File: src/rtl/gomoku_pkg.sv
// -----------------------------------------------------------------------------
// gomoku_pkg
// Shared definitions for the Gomoku board display:
//   - default board geometry (cells per side, pixels per cell)
//   - cell_t : stone value held in each board cell
//   - pix_stage_t : per-pixel attributes carried down the render pipeline
//   - wr_state_t : states of the deferred board-write sequencer
//   - shared colour definitions, including COLOR_CURSOR
// -----------------------------------------------------------------------------
package gomoku_pkg;

    localparam int DEF_BOARD_N = 15;
    localparam int DEF_CELL_PX = 32;

    typedef enum logic [1:0] {
        EMPTY   = 2'd0,
        BLACK   = 2'd1,
        WHITE   = 2'd2,
        INVALID = 2'd3
    } cell_t;

    typedef enum logic [2:0] {
        WR_IDLE,
        WR_PEND,
        WR_COMMIT,
        WR_ACK,
        WR_DROP
    } wr_state_t;

    typedef struct packed {
        logic       in_board;
        logic       active;
        logic       hsync;
        logic       vsync;
        logic [5:0] local_h;
        logic [5:0] local_v;
    } pix_stage_t;

    // Syncs idle high, so an idle pipeline slot carries inactive syncs.
    localparam pix_stage_t PIX_IDLE = '{
        in_board: 1'b0, active: 1'b0, hsync: 1'b1, vsync: 1'b1,
        local_h: 6'd0, local_v: 6'd0
    };

    // Shared colour definitions (12-bit RGB 4:4:4).
    localparam logic [11:0] COLOR_EMPTY   = 12'hA73;
    localparam logic [11:0] COLOR_BLACK   = 12'h111;
    localparam logic [11:0] COLOR_WHITE   = 12'hEEE;
    localparam logic [11:0] COLOR_INVALID = 12'hF0F;
    localparam logic [11:0] COLOR_CURSOR  = 12'h0F0;

endpackage

File: src/rtl/board_render_ctrl_if.sv
// -----------------------------------------------------------------------------
// board_render_ctrl_if
// Game-logic write/clear request bus into the board renderer.
//   wr_req   : write request, level, held until wr_ack
//   wr_row   : target row (values >= board size are acked and ignored)
//   wr_col   : target column (same rule as wr_row)
//   wr_value : stone value to store
//   clr_req  : clear-board request, level; wins over wr_req
//   wr_ack   : one-cycle acknowledge for either request
// Modports: master = game logic, slave = board_render_ctrl.
// -----------------------------------------------------------------------------
interface board_render_ctrl_if;

    logic       wr_req;
    logic [3:0] wr_row;
    logic [3:0] wr_col;
    logic [1:0] wr_value;
    logic       clr_req;
    logic       wr_ack;

    modport master (
        output wr_req, wr_row, wr_col, wr_value, clr_req,
        input  wr_ack
    );

    modport slave (
        input  wr_req, wr_row, wr_col, wr_value, clr_req,
        output wr_ack
    );

endinterface

File: src/rtl/board_regfile.sv
// -----------------------------------------------------------------------------
// board_regfile
// N x N board store of 2-bit cell values.
//   clk, rst_n     : clock, asynchronous active-low reset (store resets to EMPTY)
//   rd_row, rd_col : read address; out-of-range reads return EMPTY
//   rd_data        : registered read data, valid the cycle after the address
//   we, wr_row, wr_col, wr_data : write port; out-of-range writes are ignored
//   clr            : clears every cell in a single cycle, overrides we
// A read in the same cycle as a write returns the old value.
// -----------------------------------------------------------------------------
module board_regfile
    import gomoku_pkg::*;
#(
    parameter int N = DEF_BOARD_N
) (
    input  logic       clk,
    input  logic       rst_n,
    input  logic [3:0] rd_row,
    input  logic [3:0] rd_col,
    output cell_t      rd_data,
    input  logic       we,
    input  logic [3:0] wr_row,
    input  logic [3:0] wr_col,
    input  cell_t      wr_data,
    input  logic       clr
);

    localparam int DEPTH = N * N;
    localparam int AW    = $clog2(DEPTH);

    cell_t          mem_q [DEPTH];
    cell_t          rd_data_q;
    logic           rd_ok;
    logic           wr_ok;
    logic [AW-1:0]  rd_addr;
    logic [AW-1:0]  wr_addr;

    always_comb begin
        rd_ok   = (int'(rd_row) < N) && (int'(rd_col) < N);
        wr_ok   = (int'(wr_row) < N) && (int'(wr_col) < N);
        rd_addr = AW'(int'(rd_row) * N + int'(rd_col));
        wr_addr = AW'(int'(wr_row) * N + int'(wr_col));
    end

    // NOTE: the store is reset (and bulk-cleared) as a whole, so it is built
    // from resettable flops rather than a RAM macro, which has no reset.
    always_ff @(posedge clk or negedge rst_n) begin
        if (!rst_n) begin
            for (int i = 0; i < DEPTH; i++) mem_q[i] <= EMPTY;
        end else if (clr) begin
            for (int i = 0; i < DEPTH; i++) mem_q[i] <= EMPTY;
        end else if (we && wr_ok) begin
            mem_q[wr_addr] <= wr_data;
        end
    end

    always_ff @(posedge clk or negedge rst_n) begin
        if (!rst_n) begin
            rd_data_q <= EMPTY;
        end else begin
            rd_data_q <= rd_ok ? mem_q[rd_addr] : EMPTY;
        end
    end

    assign rd_data = rd_data_q;

endmodule

File: src/rtl/board_render_ctrl.sv
// -----------------------------------------------------------------------------
// board_render_ctrl
// Per-pixel board renderer: maps VGA coordinates to a board cell, fetches the
// cell's stone from the board store, drives the external colour LUT and
// returns registered RGB with syncs delayed to match (3-cycle latency).
// Game-logic writes/clears are held until vertical blanking so a frame never
// shows a half-updated board.
// Ports:
//   clk, rst_n              : pixel clock, asynchronous active-low reset
//   pix_h, pix_v            : current pixel coordinates
//   pix_active              : visible-area flag
//   hsync_in, vsync_in      : raw syncs (idle high)
//   lut_local_h/v           : in-cell pixel offset to the LUT
//   lut_cell_value          : cell value to the LUT (0 outside the board)
//   lut_rgb                 : LUT colour, combinational from the lut_* outputs
//   rgb                     : registered pixel colour (0 outside active video)
//   hsync_out, vsync_out    : syncs delayed to line up with rgb
//   wr_bus                  : write/clear request bus (slave side)
// Optional feature macro BOARD_CURSOR_EN: adds cursor_row/cursor_col inputs
// and draws a COLOR_CURSOR frame two pixels wide inside the cursor cell.
// -----------------------------------------------------------------------------
module board_render_ctrl
    import gomoku_pkg::*;
#(
    parameter int BOARD_N  = DEF_BOARD_N,
    parameter int CELL_PX  = DEF_CELL_PX,
    parameter int ORIGIN_H = 80,
    parameter int ORIGIN_V = 0,
    parameter int V_ACTIVE = 480
) (
    input  logic        clk,
    input  logic        rst_n,
    input  logic [9:0]  pix_h,
    input  logic [9:0]  pix_v,
    input  logic        pix_active,
    input  logic        hsync_in,
    input  logic        vsync_in,
    output logic [5:0]  lut_local_v,
    output logic [5:0]  lut_local_h,
    output logic [1:0]  lut_cell_value,
    input  logic [11:0] lut_rgb,
    output logic [11:0] rgb,
    output logic        hsync_out,
    output logic        vsync_out,
`ifdef BOARD_CURSOR_EN
    input  logic [3:0]  cursor_row,
    input  logic [3:0]  cursor_col,
`endif
    board_render_ctrl_if.slave wr_bus
);

    localparam int         CELL_LOG   = $clog2(CELL_PX);
    localparam logic [9:0] BOARD_PX   = 10'(BOARD_N * CELL_PX);
    localparam logic [9:0] LOCAL_MASK = 10'(CELL_PX - 1);

    // ---------------------------------------------------------------- stage 0
    // Offsets are 11-bit two's complement: bit 10 set means left of / above
    // the board origin.
    logic signed [10:0] off_h;
    logic signed [10:0] off_v;
    logic [3:0]         row_d;
    logic [3:0]         col_d;
    pix_stage_t         s0_d;

    // NOTE: every variable written here gets a value before any branch can
    // skip it, so no latch is inferred.
    always_comb begin
        off_h = 11'({1'b0, pix_h}) - 11'(ORIGIN_H);
        off_v = 11'({1'b0, pix_v}) - 11'(ORIGIN_V);
        col_d = 4'(off_h[9:0] >> CELL_LOG);
        row_d = 4'(off_v[9:0] >> CELL_LOG);

        s0_d          = PIX_IDLE;
        s0_d.in_board = pix_active
                        && !off_h[10] && (off_h[9:0] < BOARD_PX)
                        && !off_v[10] && (off_v[9:0] < BOARD_PX);
        s0_d.active   = pix_active;
        s0_d.hsync    = hsync_in;
        s0_d.vsync    = vsync_in;
        s0_d.local_h  = 6'(off_h[9:0] & LOCAL_MASK);
        s0_d.local_v  = 6'(off_v[9:0] & LOCAL_MASK);
    end

    pix_stage_t  s0_q;
    pix_stage_t  s1_q;
    logic [3:0]  s0_row_q;
    logic [3:0]  s0_col_q;
    logic [9:0]  pix_v_q;
    logic [11:0] rgb_d;
    logic [11:0] rgb_q;
    logic        hsync_q;
    logic        vsync_q;

    // NOTE: sequential state uses non-blocking assignments so every stage
    // samples the previous stage's value from before this edge.
    always_ff @(posedge clk or negedge rst_n) begin
        if (!rst_n) begin
            s0_q     <= PIX_IDLE;
            s0_row_q <= 4'd0;
            s0_col_q <= 4'd0;
            pix_v_q  <= 10'd0;
            s1_q     <= PIX_IDLE;
            rgb_q    <= 12'h000;
            hsync_q  <= 1'b1;
            vsync_q  <= 1'b1;
        end else begin
            s0_q     <= s0_d;
            s0_row_q <= row_d;
            s0_col_q <= col_d;
            pix_v_q  <= pix_v;
            s1_q     <= s0_q;
            rgb_q    <= rgb_d;
            hsync_q  <= s1_q.hsync;
            vsync_q  <= s1_q.vsync;
        end
    end

    // ------------------------------------------------------- board store
    wr_state_t  state_q, state_d;
    logic [3:0] req_row_q, req_row_d;
    logic [3:0] req_col_q, req_col_d;
    cell_t      req_val_q, req_val_d;
    logic       req_clr_q, req_clr_d;
    logic       cell_we;
    logic       cell_clr;
    cell_t      cell_rd;

    // Stage 1: synchronous read lines up with s1_q.
    board_regfile #(
        .N (BOARD_N)
    ) u_regfile (
        .clk     (clk),
        .rst_n   (rst_n),
        .rd_row  (s0_row_q),
        .rd_col  (s0_col_q),
        .rd_data (cell_rd),
        .we      (cell_we),
        .wr_row  (req_row_q),
        .wr_col  (req_col_q),
        .wr_data (req_val_q),
        .clr     (cell_clr)
    );

    // ---------------------------------------------------------------- stage 2
    assign lut_local_h    = s1_q.local_h;
    assign lut_local_v    = s1_q.local_v;
    assign lut_cell_value = s1_q.in_board ? cell_rd : EMPTY;

`ifdef BOARD_CURSOR_EN
    localparam logic [5:0] EDGE_HI = 6'(CELL_PX - 2);

    logic cur_d;
    logic cur0_q;
    logic cur1_q;

    always_comb begin
        cur_d = s0_d.in_board && (row_d == cursor_row) && (col_d == cursor_col)
                && ((s0_d.local_h < 6'd2) || (s0_d.local_h >= EDGE_HI)
                 || (s0_d.local_v < 6'd2) || (s0_d.local_v >= EDGE_HI));
    end

    always_ff @(posedge clk or negedge rst_n) begin
        if (!rst_n) begin
            cur0_q <= 1'b0;
            cur1_q <= 1'b0;
        end else begin
            cur0_q <= cur_d;
            cur1_q <= cur0_q;
        end
    end

    always_comb begin
        rgb_d = 12'h000;
        if (s1_q.active) rgb_d = cur1_q ? COLOR_CURSOR : lut_rgb;
    end
`else
    always_comb begin
        rgb_d = s1_q.active ? lut_rgb : 12'h000;
    end
`endif

    assign rgb       = rgb_q;
    assign hsync_out = hsync_q;
    assign vsync_out = vsync_q;

    // ------------------------------------------------- deferred write FSM
    always_ff @(posedge clk or negedge rst_n) begin
        if (!rst_n) begin
            state_q   <= WR_IDLE;
            req_row_q <= 4'd0;
            req_col_q <= 4'd0;
            req_val_q <= EMPTY;
            req_clr_q <= 1'b0;
        end else begin
            state_q   <= state_d;
            req_row_q <= req_row_d;
            req_col_q <= req_col_d;
            req_val_q <= req_val_d;
            req_clr_q <= req_clr_d;
        end
    end

    always_comb begin
        state_d   = state_q;
        req_row_d = req_row_q;
        req_col_d = req_col_q;
        req_val_d = req_val_q;
        req_clr_d = req_clr_q;
        cell_we   = 1'b0;
        cell_clr  = 1'b0;
        unique case (state_q)
            WR_IDLE: begin
                if (wr_bus.clr_req || wr_bus.wr_req) begin
                    state_d   = WR_PEND;
                    req_row_d = wr_bus.wr_row;
                    req_col_d = wr_bus.wr_col;
                    req_val_d = cell_t'(wr_bus.wr_value);
                    req_clr_d = wr_bus.clr_req;
                end
            end
            // The registered line number keeps the commit decision aligned
            // with the pixel pipeline rather than the raw input.
            WR_PEND: begin
                if (pix_v_q >= 10'(V_ACTIVE)) state_d = WR_COMMIT;
            end
            WR_COMMIT: begin
                cell_clr = req_clr_q;
                cell_we  = !req_clr_q;
                state_d  = WR_ACK;
            end
            WR_ACK: begin
                state_d = WR_DROP;
            end
            // Wait for the requester to let go so one level request is
            // never serviced twice.
            WR_DROP: begin
                if (!wr_bus.wr_req && !wr_bus.clr_req) state_d = WR_IDLE;
            end
            default: begin
                state_d = WR_IDLE;
            end
        endcase
    end

    assign wr_bus.wr_ack = (state_q == WR_ACK);

endmodule

File: src/flat_wrapper.sv
// flat-port wrapper written by rule: the top's interface ports become plain ports
module board_render_ctrl_flat import gomoku_pkg::*;
#(
    parameter int BOARD_N  = DEF_BOARD_N,
    parameter int CELL_PX  = DEF_CELL_PX,
    parameter int ORIGIN_H = 80,
    parameter int ORIGIN_V = 0,
    parameter int V_ACTIVE = 480
)
  (clk, rst_n, pix_h, pix_v, pix_active, hsync_in, vsync_in, lut_local_v, lut_local_h, lut_cell_value, lut_rgb, rgb, hsync_out, vsync_out, wr_bus_wr_req, wr_bus_wr_row, wr_bus_wr_col, wr_bus_wr_value, wr_bus_clr_req, wr_bus_wr_ack);
  board_render_ctrl_if wr_bus_i ();
  input  logic clk;
  input  logic rst_n;
  input  logic [9:0] pix_h;
  input  logic [9:0] pix_v;
  input  logic pix_active;
  input  logic hsync_in;
  input  logic vsync_in;
  output logic [5:0] lut_local_v;
  output logic [5:0] lut_local_h;
  output logic [1:0] lut_cell_value;
  input  logic [11:0] lut_rgb;
  output logic [11:0] rgb;
  output logic hsync_out;
  output logic vsync_out;
  input wire logic [$bits(wr_bus_i.wr_req)-1:0] wr_bus_wr_req;
  input wire logic [$bits(wr_bus_i.wr_row)-1:0] wr_bus_wr_row;
  input wire logic [$bits(wr_bus_i.wr_col)-1:0] wr_bus_wr_col;
  input wire logic [$bits(wr_bus_i.wr_value)-1:0] wr_bus_wr_value;
  input wire logic [$bits(wr_bus_i.clr_req)-1:0] wr_bus_clr_req;
  output wire logic [$bits(wr_bus_i.wr_ack)-1:0] wr_bus_wr_ack;
  assign wr_bus_i.wr_req = wr_bus_wr_req;
  assign wr_bus_i.wr_row = wr_bus_wr_row;
  assign wr_bus_i.wr_col = wr_bus_wr_col;
  assign wr_bus_i.wr_value = wr_bus_wr_value;
  assign wr_bus_i.clr_req = wr_bus_clr_req;
  assign wr_bus_wr_ack = wr_bus_i.wr_ack;
  board_render_ctrl #(.BOARD_N(BOARD_N), .CELL_PX(CELL_PX), .ORIGIN_H(ORIGIN_H), .ORIGIN_V(ORIGIN_V), .V_ACTIVE(V_ACTIVE)) u_core (.clk(clk), .rst_n(rst_n), .pix_h(pix_h), .pix_v(pix_v), .pix_active(pix_active), .hsync_in(hsync_in), .vsync_in(vsync_in), .lut_local_v(lut_local_v), .lut_local_h(lut_local_h), .lut_cell_value(lut_cell_value), .lut_rgb(lut_rgb), .rgb(rgb), .hsync_out(hsync_out), .vsync_out(vsync_out), .wr_bus(wr_bus_i));
endmodule
File: config.mk
export PLATFORM = sky130hd
export DESIGN_NAME = board_render_ctrl_flat
export DESIGN_NICKNAME = d
export VERILOG_FILES = /design/src/rtl/gomoku_pkg.sv /design/src/rtl/board_render_ctrl_if.sv /design/src/rtl/board_regfile.sv /design/src/rtl/board_render_ctrl.sv /design/src/flat_wrapper.sv
export SDC_FILE = /design/constraint.sdc
export NUM_CORES = 1
export LEC_CHECK = 0
export ABC_AREA = 1
export BUFFER_PORTS_ARGS = -buffer_cell sky130_fd_sc_hd__buf_4
export CORE_ASPECT_RATIO = 0.7
export CORE_UTILIZATION = 34
export CTS_BUF_LIST = sky130_fd_sc_hd__clkbuf_8
export DETAILED_ROUTE_END_ITERATION = 10
export PLACE_DENSITY_LB_ADDON = 0.15
export SKIP_CTS_REPAIR_TIMING = 1
export SLEW_MARGIN = 15
export SYNTH_ARGS = -nofsm -noshare
export SYNTH_HDL_FRONTEND = slang
export SYNTH_SLANG_ARGS = --single-unit
File: constraint.sdc
create_clock -name clk -period 4.75 [get_ports clk]
set_input_delay 0.95 -clock clk [delete_from_list [all_inputs] [get_ports clk]]
set_output_delay 0.95 -clock clk [all_outputs]
set_load 0.01 [all_outputs]
Word-level counts from Yosys, hierarchy flattened
Cells that the tools add are included.
{"block": "classes", "n_addsub": 3, "multipliers": 2, "n_lt_le_gt_ge": 10, "n_eq_ne": 7, "mux": 17, "n_bitwise": 2, "n_reduce_logical": 17}
{"operator": "$mux 450", "n": 2}
{"operator": "$bwmux 450", "n": 1}
{"operator": "$lt 10x9->1 const B", "n": 2}
{"operator": "$ge 9x9->1 const B", "n": 2}
{"operator": "$not 8->9", "n": 2}
{"operator": "$add 8x4->8", "n": 2}
{"operator": "$bmux 2 s8", "n": 1}
{"operator": "$demux 2 s8", "n": 1}
{"operator": "$lt 4x4->1 const B", "n": 4}
{"operator": "$mul 4x4->8 const B", "n": 2}
{"operator": "$pmux 3 s5", "n": 1}
{"operator": "$mux 12", "n": 1}
{"operator": "$sub 10x7->11 const B", "n": 1}
{"operator": "$ge 10x9->1 const B", "n": 1}
{"operator": "$mux 2", "n": 5}
{"operator": "$lt 9x1->1 const B", "n": 1}
{"operator": "$mux 3", "n": 3}
{"operator": "$logic_and 1x1->1", "n": 8}
{"operator": "$eq 3x2->1 const B", "n": 2}
{"operator": "$ne 2x1->1 const B", "n": 3}
{"operator": "$logic_not 1->1", "n": 4}
{"operator": "$eq 3x1->1 const B", "n": 1}
{"operator": "$eq 3x3->1 const B", "n": 1}
{"operator": "$logic_not 3->1", "n": 1}
{"operator": "5 further kinds", "n": 6}
{"block": "totals", "ff_bits": 526, "input_bits": 49, "output_inout_bits": 29, "wordCells": 307}

Depth between registers and ports, before layout
Gate-level depths: netlist (run 1).
{"block": "logic_depth", "ltp_word": 10, "ltp_mapped": 18, "mapped_depth_nobuf": 17}

Hierarchy
Synthesis (run 1) repeated with hierarchy kept, for this count alone.
{"block": "hier_totals", "hier_cells": 3367, "hier_area_um2": 26352.8}
{"mod": "board_regfile", "n_inst": 1, "cells_per_inst": 3160, "area_per_inst_um2": 24021.8, "seq_area_each_um2": 11310.8}
{"mod": "board_render_ctrl", "n_inst": 1, "cells_per_inst": 207, "area_per_inst_um2": 2331.0, "seq_area_each_um2": 1634.1}

Worst setup path before layout (run 1)
OpenSTA, ideal clock, no wires.
{"block": "synth_path", "kind": "register to register", "from": "reg u_core.req_row_q[2]", "to": "reg u_core.u_regfile.mem_q[188] (netlist name)", "setup_time_ns": 0.133, "t_arrival_ns": 3.978, "required_ns": 4.617, "path_slack_ns": 0.639, "stages_incl_launch_ff": 17, "n_path_buf": 1, "period_less_slack_ns": 4.111, "cell_sequence": "dfrtp_1 > fa_1 > inv_1 > fa_1 > fa_1 > inv_1 > ha_1 > nand2_1 > nand2_1 > a31o_2 > xor2_4 > nand2_2 > nor2_4 > buf_2 > nand2_1 > nand3_1 > o21ai_0"}
{"block": "synth_via", "elab_chain_len": 10, "word_cells_on_any_way": 15, "classes_between": "add/sub: 1; mul: 1; order compare: 3; mux: 5; bitwise: 1; reduce/logical: 4"}
{"element": "start: declaration", "line_no": "board_render_ctrl.sv:120", "rtl": "logic [3:0] req_row_q, req_row_d;"}
{"element": "start signal: assignment", "line_no": "board_render_ctrl.sv:196", "rtl": "req_row_q <= req_row_d;"}
{"element": "$mul 4x4->8", "line_no": "board_regfile.sv:42", "rtl": "wr_addr = AW'(int'(wr_row) * N + int'(wr_col));"}
{"element": "$add 8x4->8", "line_no": "board_regfile.sv:42"}
{"element": "$not 8->9 (implied by the code)", "line_no": "board_regfile.sv:53", "rtl": "mem_q[wr_addr] <= wr_data;"}
{"element": "$ge 9x9->1 (implied by the code) / $lt 9x1->1 (equally long branches)", "line_no": "board_regfile.sv:53"}
{"element": "$logic_and 1x1->1 (implied by the code)", "line_no": "board_regfile.sv:53"}
{"element": "$mux 2 (implied by the code)", "line_no": "board_regfile.sv:53"}
{"element": "$demux 2 s8", "line_no": "board_regfile.sv:53"}
{"element": "$bwmux 450", "line_no": "board_regfile.sv:53"}
{"element": "$mux 450", "line_no": "board_regfile.sv:52", "rtl": "end else if (we && wr_ok) begin"}
{"element": "$mux 450", "line_no": "board_regfile.sv:50", "rtl": "end else if (clr) begin"}
{"element": "end signal: indexed assignment", "line_no": "board_regfile.sv:53"}
{"element": "end: declaration", "line_no": "board_regfile.sv:31", "rtl": "cell_t mem_q [DEPTH];"}
Several ways; a longest one is shown, not always the timed one. The select of a mux whose other input is x is not followed.
A chain may end at the register's enable or synchronous reset.

Worst setup path after layout (run 1)
{"block": "layout_path", "from": "reg u_core.req_row_q[0]", "to": "reg u_core.u_regfile.mem_q[367] (netlist name)"}
The elaborated chain is that of the path after synthesis.

==> out/metrics.yaml, run 1 <==
postSynth.asyncResetShare_pct: 100
clock_latency_ns: 0.69
final_hold_viol_count: 0
grt_overflow: 0
grt_pass1_vias: 23541
dieArea_mm2: 0.0780
gp_congestion: 0.821
rsz0062_at_grt: "false"
crit_arrival_ns: 5.04
cts_made_buffers: 89
die_x_um: 333
first_iter_violations: 2237
final_cell_mix: "nand2_1 (1,001), dfrtp_1 (511), o21ai_0 (472), nand3_1 (419), inv_1 (182)"
tns_ns: 0
ys_top_cells_by_area: "dfrtp_1 (49%), nand2_1 (14%), o21ai_0 (9.0%)"
placed_cell_area_mm2: 0.0282
ys_seq_area_share_pct: 49.5
num_vias: 23995
setup_viol: 0
place_ws_ns: 0.235
hp-class: "in2async"
synthesis.area_mm2: 0.0261
synth_edf_count: 0
dpl.hpwl_mm: 51.8
grt.total_usage_pct: 23.2
antenna_found_initial: 0
ys_ff_latch: 517
area_delta_synth_final_pct: 14.8
yosys.area.top_type: "dfrtp_1"
fp.dieH_um: 234
antenna_cells: 0
final-max-slew-violation-count: 0
fillers: 7634
clock_skew_ns: 0.0153
clk_path_buf_depth: 3
final_util_pct: 39.7
maxCapViolCount: 0
fp-row-count: 84
fin_area_mm2: 0.0300
path_clk_slew_ns: 0.06
timing.final.ws_setup_ns: 0.273
grt_pass1_wl_mm: 140
cts_sinks: 517
path_class: "reg2reg"
startpoint_type: "register"
ios: 78
drive_gt1_share_pct: 10.8
period_minus_slack_ns: 4.48
grt_max_degree: 156
slew_headroom_pct: 35.6
viasPerCell: 5.45
drtAntennaViolNets: 0
first_pass_iters: 8
final_common_cell: "nand2_1"
wl_per_cell_um: 20.4
status: "finished clean"
root_buffer: "clkbuf_8"
finalNetCount: 3447
tightest_slew_ns: 0.966
clock.fmax_ghz: 0.223
synth_area_per_cell_um2: 7.83
period_share_pct: 94.2
synthDominantCellAreaShare_pct: 48.9
synth.distinct_cells: 42
synth_cells: 3338
cts_tree: "built"
ys.flop_type: "dfrtp_1"
cts_htree_levels: 3
worstPathRequired_ns: 5.31
port-buffer-count: 75
initial_utilization_pct: 34.6
critPathMaxFanout: 29
end_kind: "register"
yosysWarnings: 0
core_area_mm2: 0.0756
route.detailed.drc: 0
detail_route.wirelength_mm: 90.0
-- sequential cells by signal, summed over array words and instances, names as in the netlist, 2 cells and up --
name	cells
u_core.s0_row_q	2
u_core.lut_local_h	5
u_core.rgb	12
u_core.state_q	3
u_core.s0_col_q	4
u_core.req_col_q	4
u_core.s1_q	4
u_core.u_regfile.rd_data	2
u_core.u_regfile.mem_q	450
u_core.pix_v_q	8
u_core.req_val_q	2
u_core.req_row_q	4
u_core.lut_local_v	5
u_core.s0_q	9
-- path summary, 6_finish.rpt --
kind	startpoint	endpoint	slack, ns	cells after the start
hold reg to reg	u_core.s0_q[8]	u_core.lut_local_h[2]	0.35	0
min in group clk	u_core.s0_q[8]	u_core.lut_local_h[2]	0.35	0
max in group asynchronous	rst_n	u_core.u_regfile.mem_q[420]	3.42	2
setup / recovery	u_core.req_row_q[0]	u_core.u_regfile.mem_q[367]	0.27	16
setup reg to reg	u_core.req_row_q[0]	u_core.u_regfile.mem_q[367]	0.27	16
hold / removal	rst_n	u_core.lut_local_h[2]	0.31	1
-- routing by layer --
metal / vias up / wire (um) / share of wire [%] / GRT usage [%]
li1: 11140 / - / - / -
met1: 11823 / 41600 / 46 / 32.5
met2: 883 / 39700 / 44 / 36.3
met3: 149 / 6270 / 7.0 / 4.30
met4: 0 / 2460 / 2.7 / 7.29
met5: - / 0 / 0 / 0
-- critical path, cell delays in order, from the launching register on --
cell	delay (ns)
dfrtp_1	0.43
fa_1	0.57
inv_1	0.09
fa_1	0.51
fa_1	0.54
inv_1	0.04
ha_1	0.37
nand2_1	0.10
nand2_1	0.06
a31o_2	0.25
xor2_4	0.39
nand2_2	0.22
nor2_2	0.22
buf_12	0.21
nand2_1	0.13
nand3_1	0.10
o21ai_0	0.10
-- cells by family after synthesis --
group,after synthesis,share of synthesized area [%]
multiplexers,6,0.258
XOR/XNOR,13,0.637
buffers and inverters,410,6.29
AO/OA/AOI/OAI,744,14.8
other,1,0.0143
adder cells (fa/ha/maj),52,2.89
AND/OR/NAND/NOR,1595,25.5
flip-flops,517,49.5
-- cells in the mapped netlist, types with 21 or more instances --
| cell | instances |
|---|---|
| nand2_1 | 1004 |
| dfrtp_1 | 511 |
| o21ai_0 | 472 |
| nand3_1 | 419 |
| clkbuf_1 | 179 |
| a21oi_1 | 158 |
| inv_1 | 153 |
| nor2_1 | 129 |
| a31oi_1 | 49 |
| ha_1 | 38 |
| buf_2 | 36 |
| o22ai_1 | 28 |
| buf_1 | 21 |
-- metrics by stage --
| step | hold slack [ns] | cells |
|---|---|---|
| after floorplan | 0.331 | 3339 |
| after global placement | 0.332 | 4244 |
| after detailed placement | 0.336 | 4244 |
| after CTS | 0.276 | 4405 |
| after global routing | 0.303 | 4405 |
| final | 0.309 | 4405 |
-- cell type report --
class / instances / area, um2 / area share (%)
Sequential cell: 517 / 12900 / 43.1
Tap cell: 989 / 1240 / 4.12
Clock inverter: 44 / 211 / 0.705
Clock buffer: 117 / 1610 / 5.37
Multi-Input combinational cell: 2412 / 11700 / 38.9
Inverter: 158 / 603 / 2.01
Timing Repair Buffer: 168 / 1730 / 5.77
Power of run 1 is not shown: default switching activity piles up to over one toggle a cycle in this logic, so the estimate is an artifact.
==> run 2, diff against run 1 <==
RECOVER_POWER = 100   (was default)
==> run 2 against run 1 <==
The flow now finishes with violations (max-capacitance violations, max-slew violations). Wire length is essentially flat. Die area unchanged. Final cell count unchanged. Fmax barely moved. Cell area decreased by 0.88%. Register-to-register slack is essentially flat. Non-clock buffer count unchanged. Critical path depth rose by 1. Critical endpoint is now u_core.u_regfile.mem_q[403].
==> out/metrics.yaml, run 2 (synthesized netlist as in run 1, its figures left out) <==
status: "finished with violations"  # was finished clean
failed_checks: "max-capacitance violations, max-slew violations"
startpoint_type: "register"  # unchanged
drive_gt1_share_pct: 9.43  # was 10.8%
dieArea_mm2: 0.0780  # unchanged
final_cell_mix: "nand2_1 (1,002), dfrtp_1 (511), o21ai_0 (485), nand3_1 (419), inv_1 (183)"  # was nand2_1 (1,001), dfrtp_1 (511), o21ai_0 (472), nand3_1 (419), inv_1 (182)
place_ws_ns: 0.235  # unchanged
final_common_cell: "nand2_1"  # unchanged
fp.dieH_um: 234  # unchanged
fillers: 7671  # was 7,634
end_kind: "register"  # unchanged
worstPathRequired_ns: 5.31  # about the same
core_area_mm2: 0.0756  # unchanged
ios: 78  # unchanged
grt.total_usage_pct: 23.2  # unchanged
dpl.hpwl_mm: 51.8  # unchanged
period_minus_slack_ns: 4.48  # about the same
largest_reg_flops: 450  # unchanged
clock.fmax_ghz: 0.223  # about the same
num_vias: 24042  # was 23,995
viasPerCell: 5.46  # was 5.45
antenna_cells: 0  # unchanged
antenna_found_initial: 0  # unchanged
initial_utilization_pct: 34.6  # unchanged
clock_skew_ns: 0.0158  # was 0.0153 ns
path_clk_slew_ns: 0.06  # about the same
detail_route.wirelength_mm: 90.1  # was 90.0 mm
finalHoldWorstSlack_ns: 0.347  # was 0.309 ns
die_x_um: 333  # unchanged
largest-register: "u_core.u_regfile.mem_q"  # unchanged
cp_top_family: "adder cells"  # unchanged
grt_pass1_vias: 23541  # unchanged
gp_congestion: 0.821  # unchanged
route.detailed.drc: 0  # unchanged
clk_path_buf_depth: 3  # unchanged
maxCapViolCount: 5  # was 0
tns_ns: 0  # unchanged
finalNetCount: 3447  # unchanged
grt_overflow: 0  # unchanged
first_pass_iters: 6  # was 8
path_class: "reg2reg"  # unchanged
drtAntennaViolNets: 0  # unchanged
rsz0062_at_grt: "false"  # unchanged
cts_tree: "built"  # unchanged
final_hold_viol_count: 0  # unchanged
area_delta_synth_final_pct: 13.8  # was 14.8%
tightest_slew_ns: 2.56  # was 0.966 ns
fin_cells: 4405  # unchanged
slew_headroom_pct: -70.4  # was 35.6%
crit_arrival_ns: 5.04  # about the same
first_iter_violations: 2261  # was 2,237
setup_viol: 0  # unchanged
path_cells: "fa_1 -> inv_1 -> fa_1 -> fa_1 -> inv_1 -> ha_1 -> nand3_1 -> nand2_1 -> xor2_4 -> inv_2 -> nor2_1 -> inv_1 -> nor2_1 -> buf_12 -> nand2_1 -> nand3_1 -> o21ai_0"  # was fa_1 -> inv_1 -> fa_1 -> fa_1 -> inv_1 -> ha_1 -> nand2_1 -> nand2_1 -> a31o_2 -> xor2_4 -> nand2_2 -> nor2_2 -> buf_12 -> nand2_1 -> nand3_1 -> o21ai_0
cts_made_buffers: 89  # unchanged
cts_htree_levels: 3  # unchanged
grt_max_degree: 156  # unchanged
dp_cells: 4244  # unchanged
port-buffer-count: 75  # unchanged
worst_path_max_delay_cell: "fa_1"  # unchanged
grt_pass1_wl_mm: 140  # unchanged
clock_latency_ns: 0.70  # was 0.69 ns
critPathMaxFanout: 29  # unchanged
cts_sinks: 517  # unchanged
max_stage_delay_ns: 0.57  # about the same
final-max-slew-violation-count: 282  # was 0
fp-row-count: 84  # unchanged
hp-class: "reg2reg"  # was in2async
critPathBufInv: 5  # was 3
root_buffer: "clkbuf_8"  # unchanged
timing.final.ws_setup_ns: 0.273  # about the same
period_share_pct: 94.3  # was 94.2%
wl_per_cell_um: 20.5  # was 20.4 um
==> run 2: per-layer routing <==
layer / track usage (%) / up-vias / wire (um)
met1: 32.5 / 11854 / 41600
met2: 36.3 / 920 / 39600
li1: - / 11127 / -
met5: 0 / - / 0
met4: 7.29 / 0 / 2400
met3: 4.30 / 141 / 6460
==> run 2: cell type report <==
class	count	area, um2	area share [%]
repair buffers	168	1530	5.15
inverters	158	603	2.03
flip-flops and latches	517	12900	43.5
well taps	989	1240	4.16
clock buffers	117	1610	5.41
multi-input cells	2412	11600	39.0
clock inverters	44	211	0.711
==> run 2: worst paths after layout <==
kind	from	end	slack, ns	depth (start not counted)
min	u_core.pix_v_q[4]	u_core.lut_local_v[4]	0.35	0
min reg2reg	u_core.pix_v_q[4]	u_core.lut_local_v[4]	0.35	0
min in group asynchronous	rst_n	u_core.lut_local_h[2]	1.04	1
max in group asynchronous	rst_n	u_core.rgb[10]	0.86	2
max reg2reg	u_core.req_row_q[0]	u_core.u_regfile.mem_q[403]	0.27	17
max	u_core.req_row_q[0]	u_core.u_regfile.mem_q[403]	0.27	17
==> run 2: stage by stage <==
| step | util (%) | cell area, um2 |
|---|---|---|
| after floorplan | - | 26100 |
| after global placement | 37.3 | 28200 |
| after detailed placement | 37.3 | 28200 |
| after CTS | 39.7 | 30000 |
| after global routing | 39.4 | 29700 |
| final | 39.4 | 29700 |
Power of run 2 is left out for the same reason.
